<file path="config.mk">
export PLATFORM = sky130hd
export DESIGN_NAME = prim_sync_debounce
export DESIGN_NICKNAME = d
export VERILOG_FILES = /design/src/rtl/prim_sync_debounce.sv
export SDC_FILE = /design/constraint.sdc
export NUM_CORES = 1
export LEC_CHECK = 0
export BUFFER_PORTS_ARGS = -buffer_cell sky130_fd_sc_hd__buf_2
export CELL_PAD_IN_SITES_DETAIL_PLACEMENT = 0
export CELL_PAD_IN_SITES_GLOBAL_PLACEMENT = 1
export CORE_MARGIN = 5
export CORE_UTILIZATION = 48
export DETAILED_ROUTE_END_ITERATION = 6
export PLACE_DENSITY_LB_ADDON = 0.1
export SETUP_SLACK_MARGIN = 0.4
export SYNTH_ARGS = -nofsm -noshare
export SYNTH_HDL_FRONTEND = slang
export SYNTH_SLANG_ARGS = --single-unit
</file>
<file path="constraint.sdc">
create_clock -name clk_i -period 4.5 [get_ports clk_i]
set_clock_uncertainty 0.15 [all_clocks]
set_input_delay 0.9 -clock clk_i [delete_from_list [all_inputs] [get_ports clk_i]]
set_output_delay 0.9 -clock clk_i [all_outputs]
set_load 0.005 [all_outputs]
</file>
<file path="src/rtl/prim_sync_debounce.sv">
`default_nettype none
// ============================================================================
// prim_sync_debounce : two-flop synchronizer + per-bit stable-count debouncer
// Revision: 1.0
// ============================================================================

module prim_flop_2sync #(
    parameter int               Width      = 1,
    parameter logic [Width-1:0] ResetValue = '0
) (
    input  logic             clk_i,
    input  logic             rst_ni,
    input  logic [Width-1:0] d_i,
    output logic [Width-1:0] q_o
);

    logic [Width-1:0] r_sync1;
    logic [Width-1:0] r_sync2;

    always_ff @(posedge clk_i or negedge rst_ni) begin
        if (!rst_ni) begin
            r_sync1 <= ResetValue;
            r_sync2 <= ResetValue;
        end else begin
            r_sync1 <= d_i;
            r_sync2 <= r_sync1;
        end
    end

    assign q_o = r_sync2;

endmodule

module prim_sync_debounce #(
    parameter int               Width      = 4,
    parameter int               CntWidth   = 16,
    parameter logic [Width-1:0] ResetValue = '0
) (
    input  logic                clk_i,
    input  logic                rst_ni,
    input  logic [Width-1:0]    d_i,
    input  logic                en_i,
    input  logic [CntWidth-1:0] limit_i,
    output logic [Width-1:0]    q_o,
    output logic [Width-1:0]    rise_o,
    output logic [Width-1:0]    fall_o,
    output logic                busy_o
);

    typedef enum logic [0:0] {
        ST_STABLE = 1'b0,
        ST_WAIT   = 1'b1
    } state_e;

    logic [Width-1:0]    w_s;
    logic [Width-1:0]    w_wait_nxt;
    logic [CntWidth-1:0] w_limit_eff;
    logic                r_busy;

    prim_flop_2sync #(
        .Width      (Width),
        .ResetValue (ResetValue)
    ) u_sync (
        .clk_i  (clk_i),
        .rst_ni (rst_ni),
        .d_i    (d_i),
        .q_o    (w_s)
    );

    // A zero limit behaves as a single-cycle requirement.
    assign w_limit_eff = (limit_i == '0) ? {{(CntWidth-1){1'b0}}, 1'b1} : limit_i;

    for (genvar i = 0; i < Width; i++) begin : g_bit
        state_e              r_state;
        logic [CntWidth-1:0] r_cnt;
        logic                r_q;
        logic                r_rise;
        logic                r_fall;
        logic [CntWidth-1:0] w_cnt_base;
        logic [CntWidth:0]   w_cnt_inc;
        logic                w_mismatch;
        logic                w_commit;

        // One extra bit on the increment keeps the compare exact and wrap-free.
        assign w_cnt_base = (r_state == ST_WAIT) ? r_cnt : '0;
        assign w_cnt_inc  = {1'b0, w_cnt_base} + {{CntWidth{1'b0}}, 1'b1};
        assign w_mismatch = w_s[i] ^ r_q;
        assign w_commit   = w_mismatch && (w_cnt_inc >= {1'b0, w_limit_eff});

        assign w_wait_nxt[i] = en_i && w_mismatch && !w_commit;

        always_ff @(posedge clk_i or negedge rst_ni) begin
            if (!rst_ni) begin
                r_state <= ST_STABLE;
                r_cnt   <= '0;
                r_q     <= ResetValue[i];
                r_rise  <= 1'b0;
                r_fall  <= 1'b0;
            end else begin
                r_rise <= 1'b0;
                r_fall <= 1'b0;
                if (!en_i || !w_mismatch) begin
                    r_state <= ST_STABLE;
                    r_cnt   <= '0;
                end else if (w_commit) begin
                    r_q     <= w_s[i];
                    r_rise  <= w_s[i];
                    r_fall  <= ~w_s[i];
                    r_state <= ST_STABLE;
                    r_cnt   <= '0;
                end else begin
                    r_state <= ST_WAIT;
                    r_cnt   <= w_cnt_inc[CntWidth-1:0];
                end
            end
        end

        assign q_o[i]    = r_q;
        assign rise_o[i] = r_rise;
        assign fall_o[i] = r_fall;
    end

    // Built from next-state so busy lines up with the cycles a bit sits in WAIT.
    always_ff @(posedge clk_i or negedge rst_ni) begin
        if (!rst_ni) begin
            r_busy <= 1'b0;
        end else begin
            r_busy <= |w_wait_nxt;
        end
    end

    assign busy_o = r_busy;

endmodule
`default_nettype wire

</file>
### Word-level counts from Yosys, hierarchy flattened

Index checks and enable logic that the tools add are counted.

| word-level totals | value |
|---|---|
| register bits | 89 |
| output and inout port bits | 13 |

| operators by class | value |
|---|---|
| add/subtract/negate cells | 4 |
| order comparisons | 4 |
| muxes and demuxes | 37 |
| bitwise logic cells | 12 |
| reductions and logical operators | 31 |

Operator list:

| kind | count |
|---|---|
| two-way mux 16 bit | 13 |
| adder 16 x 1 -> 17 bit (second input constant) | 4 |
| greater-or-equal comparator 17 x 16 -> 1 bit | 4 |
| two-way mux 1 bit | 24 |
| logical NOT 16 bit | 1 |
| logical AND 1 bit | 12 |
| logical NOT 1 bit | 9 |
| inverter 1 bit | 8 |
| AND reduction 2 bit | 4 |
| logical OR 1 bit | 4 |
| OR reduction 4 bit | 1 |
| XOR 1 bit | 4 |

### Logic depth before layout (Yosys ltp)

Gate-level depths: netlist (run 1).

| depth | value |
|---|---|
| depth after elaboration | 7 |
| gate-level depth with buffers | 19 |
| depth with buffers taken out | 15 |

### Modules after synthesis

Synthesis (run 1) repeated with hierarchy kept, for this count alone.

| second synthesis, totals | value |
|---|---|
| cells, all modules | 618 |
| area, all modules | 6070.8 um2 |

By module, submodules not included:

| module | times used | cells each | area each (um2) | seq. area each (um2) |
|---|---|---|---|---|
| prim_sync_debounce | 1 | 610 | 5870.6 | 2026.9 |
| prim_flop_2sync | 1 | 8 | 200.2 | 200.2 |

### Worst setup path after synthesis (run 1)

No wires, ideal clock.

| timing | value |
|---|---|
| kind | reg2reg |
| start point | reg g_bit[2].r_state |
| end point | reg g_bit[2].r_cnt[15] |
| data arrival time | 3508 ps |
| data required time | 4270 ps |
| slack | 763 ps |
| stages on the path, launching flop included | 18 |
| path buffers | 4 |
| clock period less this slack | 3737 ps |
| cell sequence | dfrtp_1 -> clkbuf_1 -> clkbuf_1 -> and2_1 -> ha_1 -> nand3_1 -> nor3_1 -> nand3_1 -> xor2_1 -> nor2b_1 -> ha_1 -> a211o_1 -> o221ai_2 -> o211ai_1 -> or4_4 -> buf_6 -> buf_8 -> nor3b_2 |

| between the ends | value |
|---|---|
| word-level cells in the longest chain between the ends | 6 |

RTL lines:

| element | line | text |
|---|---|---|
| from (decl) | 74 | `state_e r_state;` |
| from (signal assigned) | 94 | `r_state <= ST_STABLE;` |
| from (signal assigned) | 103 | `r_state <= ST_STABLE;` |
| from (signal assigned) | 109 | `r_state <= ST_STABLE;` |
| two-way mux 16 bit (*) | 85 | `assign w_cnt_base = (r_state == ST_WAIT) ? r_cnt : '0;` |
| adder 16 x 1 -> 17 bit (*) | 86 | `assign w_cnt_inc = {1'b0, w_cnt_base} + {{CntWidth{1'b0}}, 1'b1};` |
| greater-or-equal comparator 17 x 16 -> 1 bit | 88 | `assign w_commit = w_mismatch && (w_cnt_inc >= {1'b0, w_limit_eff});` |
| logical AND 1 bit | 88 |  |
| two-way mux 16 bit (*) | 105 | `end else if (w_commit) begin` |
| two-way mux 16 bit (*) | 102 | `if (!en_i \|\| !w_mismatch) begin` |
| to (signal assigned) | 113 | `r_cnt <= w_cnt_inc[CntWidth-1:0];` |
| to (decl) | 75 | `logic [CntWidth-1:0] r_cnt;` |

Mark *: on every way between the ends. The rest lies on a longest branch, timed or not.
A chain may end at the register's enable or synchronous reset.

### Final worst setup path (run 1)

| timing | value |
|---|---|
| start point | reg g_bit[2].r_state |
| end point | reg g_bit[2].r_cnt[9] |

Same word-level chain as after synthesis.

==> results of run 1 <==
==> registers in the layout, indices dropped and copies added (netlist names) <==
name	flops
g_bit.r_state	4
g_bit.r_fall	4
u_sync.q_o	4
g_bit.r_rise	4
g_bit.r_cnt	64
g_bit.r_q	4
busy_o	1
u_sync.r_sync1	4
==> final cells by class <==
class	instances	area, um2	share of cell area [%]
inverter	31	116	1.77
multi-input combinational	474	3470	52.8
sequential	89	2230	33.9
timing repair buffer	42	230	3.50
tap	168	210	3.20
clock buffer	9	225	3.42
clock inverter	7	93.8	1.43
==> metrics by stage <==
stage	hold WS, ns	instance area (um2)	worst slack (ns)
5_1_grt	0.200	6580	0.434
3_3_place_gp	0.182	6240	0.591
6_report	0.192	6580	0.768
4_1_cts	0.195	6560	0.488
3_5_place_dp	0.187	6240	0.519
2_1_floorplan	0.181	6000	0.763
==> per-layer routing <==
layer,part of all wire [%],up-vias
met2,49,82
met1,45,2165
met4,2.8,0
li1,-,2203
met5,0,-
met3,3.5,30
==> worst max-delay path by stage <==
stage	from	end	depth (start not counted)
finish	g_bit[2].r_state$_DFF_PN0_	g_bit[2].r_cnt[9]$_DFF_PN0_	14
global route	g_bit[0].r_state$_DFF_PN0_	g_bit[0].r_cnt[5]$_DFF_PN0_	15
CTS	g_bit[2].r_state$_DFF_PN0_	g_bit[2].r_cnt[9]$_DFF_PN0_	13
detailed placement	g_bit[2].r_state$_DFF_PN0_	g_bit[2].r_cnt[6]$_DFF_PN0_	13
global placement	g_bit[2].r_state$_DFF_PN0_	g_bit[2].r_cnt[4]$_DFF_PN0_	13
floorplan	g_bit[2].r_state$_DFF_PN0_	g_bit[2].r_cnt[15]$_DFF_PN0_	17
==> cells in the final DEF (no fill, tap or decap), types with 4 or more instances in the layout <==
master     count
a211oi_1       4
a21o_1         6
a21oi_1       20
and2_1        13
and2b_1        4
and4_1         5
buf_2         34
buf_4          8
clkbuf_16      9
dfrtp_1       88
ha_1          68
inv_1         31
nand2_1       51
nand3_1       26
nand4_1       19
nor2_1        28
nor2b_1       57
nor3_1        11
nor3b_1       38
nor3b_2        5
nor4_1         5
o21ai_0       16
xnor2_1       22
xor2_1        36
==> report_power, final <==
| group | internal [uW] | switching (uW) | leakage, uW |
|---|---|---|---|
| clock network | 486 | 326 | 0.000152 |
| registers | 809 | 8.55 | 0.00121 |
| logic | 44.4 | 82.0 | 0.00160 |
| total | 1340 | 416 | 0.00296 |
==> cells by family after synthesis <==
logic type | share of synthesized area, %
adders and majority gates | 14.2
AOI/OAI and AO/OA | 7.38
buffers and inverters | 5.34
xor gates and xnor gates | 8.47
DFF | 37.1
muxes | 0.563
and+or+nand+nor | 26.9
==> worst max-delay path, stage by stage, from the launching register on <==
cell	delay, ns
dfrtp_2	0.51
and2_1	0.24
ha_1	0.24
nand3_1	0.12
nor2_1	0.18
and3_1	0.20
xnor2_1	0.07
nor2b_1	0.22
ha_1	0.29
a21oi_1	0.16
o21ai_0	0.11
a41oi_1	0.17
a21oi_1	0.12
or4_4	0.66
and2b_1	0.24
==> what timing repair did <==
item                       4_1_cts  5_1_grt
resized for setup                0        5
buffers inserted                 0        0
setup endpoints to repair        0       32
==> run metrics, run 1 <==
status=finished clean; register area share after synthesis=37.1%; ANT cells=0; count of final setup violators=0; Initial Utilization=49.5%; Core Box Area=12100 um2; largest net degree at the start of global routing=75; H-tree depth=3; Cell variety after synth=51; CTS Buf Count=9; Power Dens Cells=267 nW/um2; Final Max Slew Viols=0; ys async rst share=100%; setup_tns=0 ns; Worst-Margin Slew=0.965 ns; Synth Net Count=716; reg2reg start=g_bit[2].r_state$_DFF_PN0_; Worst-Skew Late Latency=0.35 ns; Commonest cells post-synth=89 x dfrtp_1, 68 x ha_1, 57 x nor2b_1; M3 GR Usage=3.34%; vias=4480; final core occ=54.3%; Hold Crit Depth=0; Layout area overhead=9.61%; CP Data Arrival Time=3.87 ns; Period minus WS final=3.73 ns; Vias/cell=5.46; gr busiest metal=met2; First DRT Iteration DRCs=215; Post-synth EDFFs=0; synthesized cell area=6000 um2; WHS Endpoint=u_sync.q_o[2]$_DFF_PN0_; flip-flop and latch count after synthesis=89; first-pass GRT wire length=22500 um; grt ovf=0; cts hold-fix bufs=0; clk buf depth=2; leading area contributor after synthesis=dfrtp_1; chip height=122 um; Mean Syn Cell Area=9.60 um2; static leakage=0.00296 uW; crit-path max FO=18; Min-Delay Path Class=reg -> reg; HPWL after DPL=10200 um; hold wc startpoint=u_sync.r_sync1[2]$_DFF_PN0_; MaxCap Viol Count=0; Synth top area share=37.1%; required time worst endpoint=4.64 ns; CTS tree=yes; GRT Overall Usage=19.5%; Row Count=40; Synth Flop Type=dfrtp_1; worst-case reg-to-reg path depth=14; Pwr Total=1760 uW; RSZ-0062 raised after global routing=false; capturing point of the worst reg2reg path=g_bit[2].r_cnt[9]$_DFF_PN0_; non-filler cells, final=820; CP endpoint kind=flip-flop; post-route ant nets=0; maximum vdd drop=186 uV; most common cell in the netlist=dfrtp_1; Syn Inst Count=625; GP Congestion=0.813; IO Pins=36; Final Hold Vio Count=0; Placed Cells=804; top cells by area, synth=dfrtp_1 37%, ha_1 14%, nor2b_1 5.9%; M2 GR Usage=33.3%; final wirelength=13500 um; antenna violations before repair=0; WL/cell=16.4 um; vias in the first global route=4692; Die Width=122 um; Port Buffers=35; Synth Warn #=0; die footprint=14800 um2; CTS root buffer=clkbuf_16; Final nets=738; worst reg2reg setup slack=0.77 ns; GR Util met1=24.1%; DR DRC count=0; Crit Path Category=reg -> reg; crit start category=flip-flop; f_max=0.268 GHz; Tcrit/Tclk final=82.9%; share of layout cells above drive strength 1=12.0%; # fillers=1121; Worst slew margin=35.7%; Worst-path clk slew=0.06 ns; # clock sinks=89; first drt pass iteration count=4
(Power assumes the default switching activity.)
==> run 2: changes to the inputs <==
- clock period: 4.5 -> 3.8 ns (I/O delays scaled with it)
==> run metrics, run 2 (same netlist as run 1, synthesis figures left out) <==
IO Pins=36 (unchanged); vias in the first global route=4628 (-1.4%); GRT Overall Usage=20.4% (+0.89 points); Hold Crit Depth=0 (unchanged); most frequent cells in the layout=88 x dfrtp_1, 63 x ha_1, 56 x nor2b_1; maximum vdd drop=240 uV (+29%); CTS tree=yes; P_sw=501 uW (+20%); Worst-path clk slew=0.07 ns (about the same); Layout area overhead=22.8%; CTS Buf Count=9 (unchanged); CP endpoint kind=flip-flop; vias=4704 (+5.0%); setup_tns=0 ns (unchanged); ANT cells=0 (unchanged); First DRT Iteration DRCs=258 (+20%); internal power=1550 uW (+16%); Vias/cell=5.48 (+0.35%); Row Count=40 (unchanged); Setup crit start=g_bit[2].r_state$_DFF_PN0_; static leakage=0.00326 uW (+10%); f_max=0.287 GHz (+7.1%); Tcrit/Tclk final=91.7% (+8.8 points); required time worst endpoint=3.94 ns (-0.70 ns); Combinational Power Share=9.2% (+2.0 points); CP Data Arrival Time=3.63 ns (-0.24 ns); Worst slew margin=49.0% (+13 points); most common cell after layout, fill and taps aside=dfrtp_1; Final Max Slew Viols=0 (unchanged); Port Buffers=35 (unchanged); H-tree depth=3 (unchanged); worst-case reg-to-reg path depth=11 (-3); worst reg2reg setup slack=0.32 ns (-0.45 ns); Period minus WS final=3.48 ns (-0.248 ns); final wirelength=15200 um (+12%); Final nets=776 (+5.1%); # clock sinks=89 (unchanged); crit start category=flip-flop; Clk pwr share=43.8% (-2.4 points); Worst-Margin Slew=0.765 ns (-0.201 ns); Final Hold Vio Count=0 (unchanged); WL/cell=17.7 um (+7.4%); count of final setup violators=0 (unchanged); DR DRC count=0 (unchanged); share of layout cells above drive strength 1=27.1% (+15 points); Top reg by flops=g_bit.r_cnt; GP Congestion=0.820 (+0.87%); cts hold-fix bufs=0 (unchanged); post-route ant nets=0 (unchanged); reg2reg start=g_bit[2].r_state$_DFF_PN0_; Core Box Area=12100 um2 (unchanged); Pwr Total=2060 uW (+17%); Worst-Skew Late Latency=0.35 ns (about the same); Min-Delay Path Class=reg -> reg; first-pass GRT wire length=23400 um (+4.2%); Initial Utilization=49.5% (unchanged); Sw Ratio=24.4% (+0.67 points); first drt pass iteration count=4 (unchanged); Crit Path Category=reg -> reg; chip height=122 um (unchanged); grt ovf=0 (unchanged); clk buf depth=2 (unchanged); max reg flops=64 (unchanged); antenna violations before repair=0 (unchanged); crit-path max FO=8 (-10); CTS root buffer=clkbuf_16; capturing point of the worst reg2reg path=g_bit[2].r_cnt[6]$_DFF_PN0_; MaxCap Viol Count=0 (unchanged); HPWL after DPL=10300 um (+1.6%); RSZ-0062 raised after global routing=true; Die Width=122 um (unchanged); crit path to=g_bit[2].r_cnt[6]$_DFF_PN0_; status=finished clean; Power Dens Cells=279 nW/um2 (+4.5%); Sequential Power Share=47.0% (+0.4 points); largest net degree at the start of global routing=59 (-21%); die footprint=14800 um2 (unchanged)
run 2: final cells by class:
| class | count | area, um2 |
|---|---|---|
| Sequential cell | 89 | 2230 |
| Inverter | 31 | 116 |
| Multi-Input combinational cell | 476 | 3950 |
| Timing Repair Buffer | 78 | 571 |
| Fill cell | 1059 | 4740 |
| Clock inverter | 6 | 57.6 |
| Tap cell | 168 | 210 |
| Clock buffer | 10 | 239 |
run 2: repair_timing:
action,in CTS,in global routing
pin swaps,5,33
setup buffers,3,25
endpoints found under the setup margin,52,75
gates resized for setup,11,88
cloned,1,4
hold endpoints to repair,0,0
run 2: worst min-delay path by stage:
| stage | from | endpoint | slack, ns |
|---|---|---|---|
| after floorplan | u_sync.r_sync1[0]$_DFF_PN0_ | u_sync.q_o[0]$_DFF_PN0_ | 0.18 |
| after global placement | u_sync.r_sync1[2]$_DFF_PN0_ | u_sync.q_o[2]$_DFF_PN0_ | 0.18 |
| after detailed placement | u_sync.r_sync1[1]$_DFF_PN0_ | u_sync.q_o[1]$_DFF_PN0_ | 0.19 |
| after CTS | u_sync.r_sync1[1]$_DFF_PN0_ | u_sync.q_o[1]$_DFF_PN0_ | 0.20 |
| after global routing | u_sync.r_sync1[1]$_DFF_PN0_ | u_sync.q_o[1]$_DFF_PN0_ | 0.21 |
| final | u_sync.r_sync1[1]$_DFF_PN0_ | u_sync.q_o[1]$_DFF_PN0_ | 0.20 |
run 2: power groups by stage:
stage | combinational (uW) | clock, uW | sequential (uW)
after CTS | 164 | 925 | 966
after detailed placement | 161 | 0 | 983
after global placement | 158 | 0 | 982
after global routing | 211 | 963 | 967
final | 189 | 900 | 966
after floorplan | 93.0 | 0 | 980
run 2: worst max-delay path: stages (launching register included):
cell,delay [ns]
dfrtp_2,0.45
nand4_1,0.17
or4_4,0.49
or3_4,0.36
a21boi_4,0.17
ha_4,0.23
a21oi_2,0.16
a21oi_2,0.09
o221ai_2,0.15
o211ai_1,0.18
or4_4,0.61
and2b_1,0.21
run 2: through the flow:
step	util [%]	std cells	instance area (um2)	setup slack (ns)	hold WS (ns)
final	60.8	858	7370	0.316	0.198
after global routing	60.8	858	7370	0.217	0.213
after CTS	55.3	829	6690	0.349	0.200
after detailed placement	52.3	809	6340	0.213	0.186
after global placement	52.3	809	6340	0.301	0.182
after floorplan	-	625	6090	0.408	0.181
run 2: routing by layer:
layer  up-vias  part of all wire [%]  global-route usage (%)
li1       2288                     -                       -
met1      2309                    45                    27.5
met2        92                    49                    33.7
met3        15                   4.5                    3.85
met4         0                   1.6                    5.32
met5         -                     0                       0
==> run 3: changes to the inputs <==
- CORE_MARGIN: 5 -> 2
- CORE_UTILIZATION: 48 -> 49
- PLACE_DENSITY: not set -> 0.85
- PLACE_DENSITY_LB_ADDON: 0.1 -> not set
- SYNTH_HIERARCHICAL: not set -> 1
==> run metrics, run 3 <==
post-route ant nets=0 (unchanged); Core Box Area=12100 um2 (-0.41%); GRT Overall Usage=22.9% (+2.5 points); vias=4786 (+1.7%); CP Data Arrival Time=3.55 ns (-0.08 ns); Setup crit start=g_bit[1].r_state$_DFF_PN0_; first drt pass iteration count=5 (+1); worst-case reg-to-reg path depth=14 (+3); Worst-Margin Slew=0.661 ns (-0.104 ns); Min-Delay Path Class=reg -> reg; register area share after synthesis=36.7% (-0.44 points); hold wc startpoint=u_sync/r_sync1[3]$_DFF_PN0_; Cell variety after synth=58 (+14%); static leakage=0.00339 uW (+3.8%); Crit Path Category=reg -> reg; final core occ=62.3% (+1.4 points); leading area contributor after synthesis=dfrtp_1; CP most frequent cell=buf_12; f_max=0.291 GHz (+1.5%); crit start category=flip-flop; Die Width=115 um (-5.3%); most frequent cells in the layout=85 x dfrtp_1, 63 x ha_1, 45 x nor2b_1; final wirelength=15100 um (-0.13%); First DRT Iteration DRCs=290 (+12%); chip height=115 um (-5.3%); Initial Utilization=50.3% (+0.80 points); crit path max-delay cell type=or3b_4; CP cell instances=buf_12 > nand3_1 > nor4_2 > buf_4 > nand4_1 > xor2_1 > nor2b_1 > ha_1 > a21o_1 > a221oi_2 > o211ai_1 > or3b_4 > buf_12 > nor3b_4; cts hold-fix bufs=0 (unchanged); status=finished clean; vias in the first global route=4806 (+3.8%); Layout area overhead=23.7%; clk buf depth=2 (unchanged); crit-path max FO=13 (+5); Post-synth EDFFs=0 (unchanged); crit-path max cell delay=0.45 ns (-0.16 ns); Hold Crit Depth=0 (unchanged); share of layout cells above drive strength 1=30.2% (+3.1 points); setup_tns=0 ns (unchanged); maximum vdd drop=244 uV (+1.5%); top cells by area, synth=dfrtp_1 37%, ha_1 14%, nor2b_1 5.0%; flip-flop and latch count after synthesis=89 (unchanged); CTS tree=yes; max reg flops=64 (unchanged); WL/cell=17.7 um (about the same); Period minus WS final=3.43 ns (-0.0529 ns); Commonest cells post-synth=89 x dfrtp_1, 68 x ha_1, 49 x nor2b_1; GP Congestion=0.822 (+0.34%); IO Pins=36 (unchanged); Tcrit/Tclk final=90.3% (-1.4 points); Final Hold Vio Count=0 (unchanged); MaxCap Viol Count=0 (unchanged); Mean Syn Cell Area=9.82 um2 (+2.3%); # clock sinks=89 (unchanged); Row Count=40 (unchanged); Synth Flop Type=dfrtp_1; largest net degree at the start of global routing=53 (-10%); Syn Inst Count=618 (-1.1%); Final nets=775 (-0.13%); Vias/cell=5.58 (+1.9%); first-pass GRT wire length=23500 um (about the same); ANT cells=0 (unchanged); antenna violations before repair=0 (unchanged); CP endpoint kind=flip-flop; synthesized cell area=6070 um2 (+1.2%); grt ovf=0 (unchanged); HPWL after DPL=10500 um (+1.5%); H-tree depth=3 (unchanged); Synth top area share=36.7% (-0.44 points); Final Max Slew Viols=0 (unchanged); most common cell in the netlist=dfrtp_1; CTS root buffer=clkbuf_16; most common cell after layout, fill and taps aside=dfrtp_1; count of final setup violators=0 (unchanged); Top reg by flops=g_bit.r_cnt; required time worst endpoint=3.92 ns (-0.02 ns); Synth Warn #=6 (+6); Port Buffers=35 (unchanged); DR DRC count=0 (unchanged); Worst-path clk slew=0.06 ns (about the same); # fillers=955 (-9.8%); reg2reg start=g_bit[1].r_state$_DFF_PN0_; ys async rst share=100% (unchanged); Worst-Skew Late Latency=0.35 ns (about the same); Synth Net Count=709 (-0.98%); RSZ-0062 raised after global routing=true; Worst slew margin=55.9% (+6.9 points); die footprint=13300 um2 (-10%); CTS Buf Count=9 (unchanged); Power Dens Cells=278 nW/um2 (-0.35%)
==> run 3: kinds of logic (layout without fill, tap and decap cells) <==
| logic type | after synthesis | in the layout | synth area share [%] |
|---|---|---|---|
| xor gates and xnor gates | 58 | 58 | 8.37 |
| muxes | 4 | 4 | 0.742 |
| AOI/OAI and AO/OA | 59 | 59 | 6.74 |
| and+or+nand+nor | 279 | 279 | 28.4 |
| buffers and inverters | 61 | 132 | 5.03 |
| DFF | 89 | 89 | 36.7 |
| adders and majority gates | 68 | 68 | 14.0 |
==> run 3: routing by layer <==
metal / GRT usage [%] / share of wire, % / up-vias
met3: 3.58 / 3.7 / 25
met4: 9.40 / 2.9 / 0
met1: 30.0 / 44 / 2377
met5: 0 / 0 / -
met2: 37.9 / 49 / 101
li1: - / - / 2283
==> run 3: power breakdown <==
part / switching (uW) / internal, uW / total [uW]
clock network: 363 / 563 / 926
logic: 116 / 77.3 / 193
registers: 9.78 / 958 / 968
==> run 3: area by class of cell <==
type,instances,area (um2),share of cell area (%)
timing repair buffer,84,653,8.70
clock inverter,2,35.0,0.467
inverter,32,125,1.67
tap,168,210,2.80
sequential,89,2230,29.7
clock buffer,14,274,3.65
multi-input combinational,468,3980,53.0
==> run 3: path summary, 6_finish.rpt <==
check | end | slack [ns]
max | g_bit[1].r_cnt[4]$_DFF_PN0_ | 0.37
min | u_sync/q_o[3]$_DFF_PN0_ | 0.20
max reg2reg | g_bit[1].r_cnt[4]$_DFF_PN0_ | 0.37
min reg2reg | u_sync/q_o[3]$_DFF_PN0_ | 0.20
max in group asynchronous | g_bit[3].r_state$_DFF_PN0_ | 2.39
min in group asynchronous | g_bit[1].r_cnt[13]$_DFF_PN0_ | 0.29
==> run 3: timing repair <==
action                                  CTS  global route
endpoints found under the setup margin   60            78
cloned                                    0             4
endpoints found under the hold margin     0             0
resized for setup                        14            78
setup buffers                            11            19
pin swaps                                 6            38
==> run 3: through the flow <==
step | total power (uW) | std cells | hold slack [ns] | instance area [um2] | setup slack (ns)
2_1_floorplan | 1070 | 618 | 0.181 | 6180 | 0.401
3_3_place_gp | 1140 | 807 | 0.185 | 6460 | 0.172
3_5_place_dp | 1140 | 807 | 0.186 | 6460 | 0.0564
4_1_cts | 2070 | 834 | 0.201 | 6910 | 0.352
5_1_grt | 2170 | 857 | 0.207 | 7510 | 0.239
6_report | 2090 | 857 | 0.197 | 7510 | 0.369
==> run 3: worst max-delay path, delay by kind of cell, from the launching register on <==
family | cells | cell delay [ns]
AND/OR/NAND/NOR | 6 | 1.20
buffers and inverters | 3 | 0.47
adder cells (fa/ha/maj) | 1 | 0.21
AO/OA/AOI/OAI | 3 | 0.58
XOR/XNOR | 1 | 0.30
flip-flops | 1 | 0.42
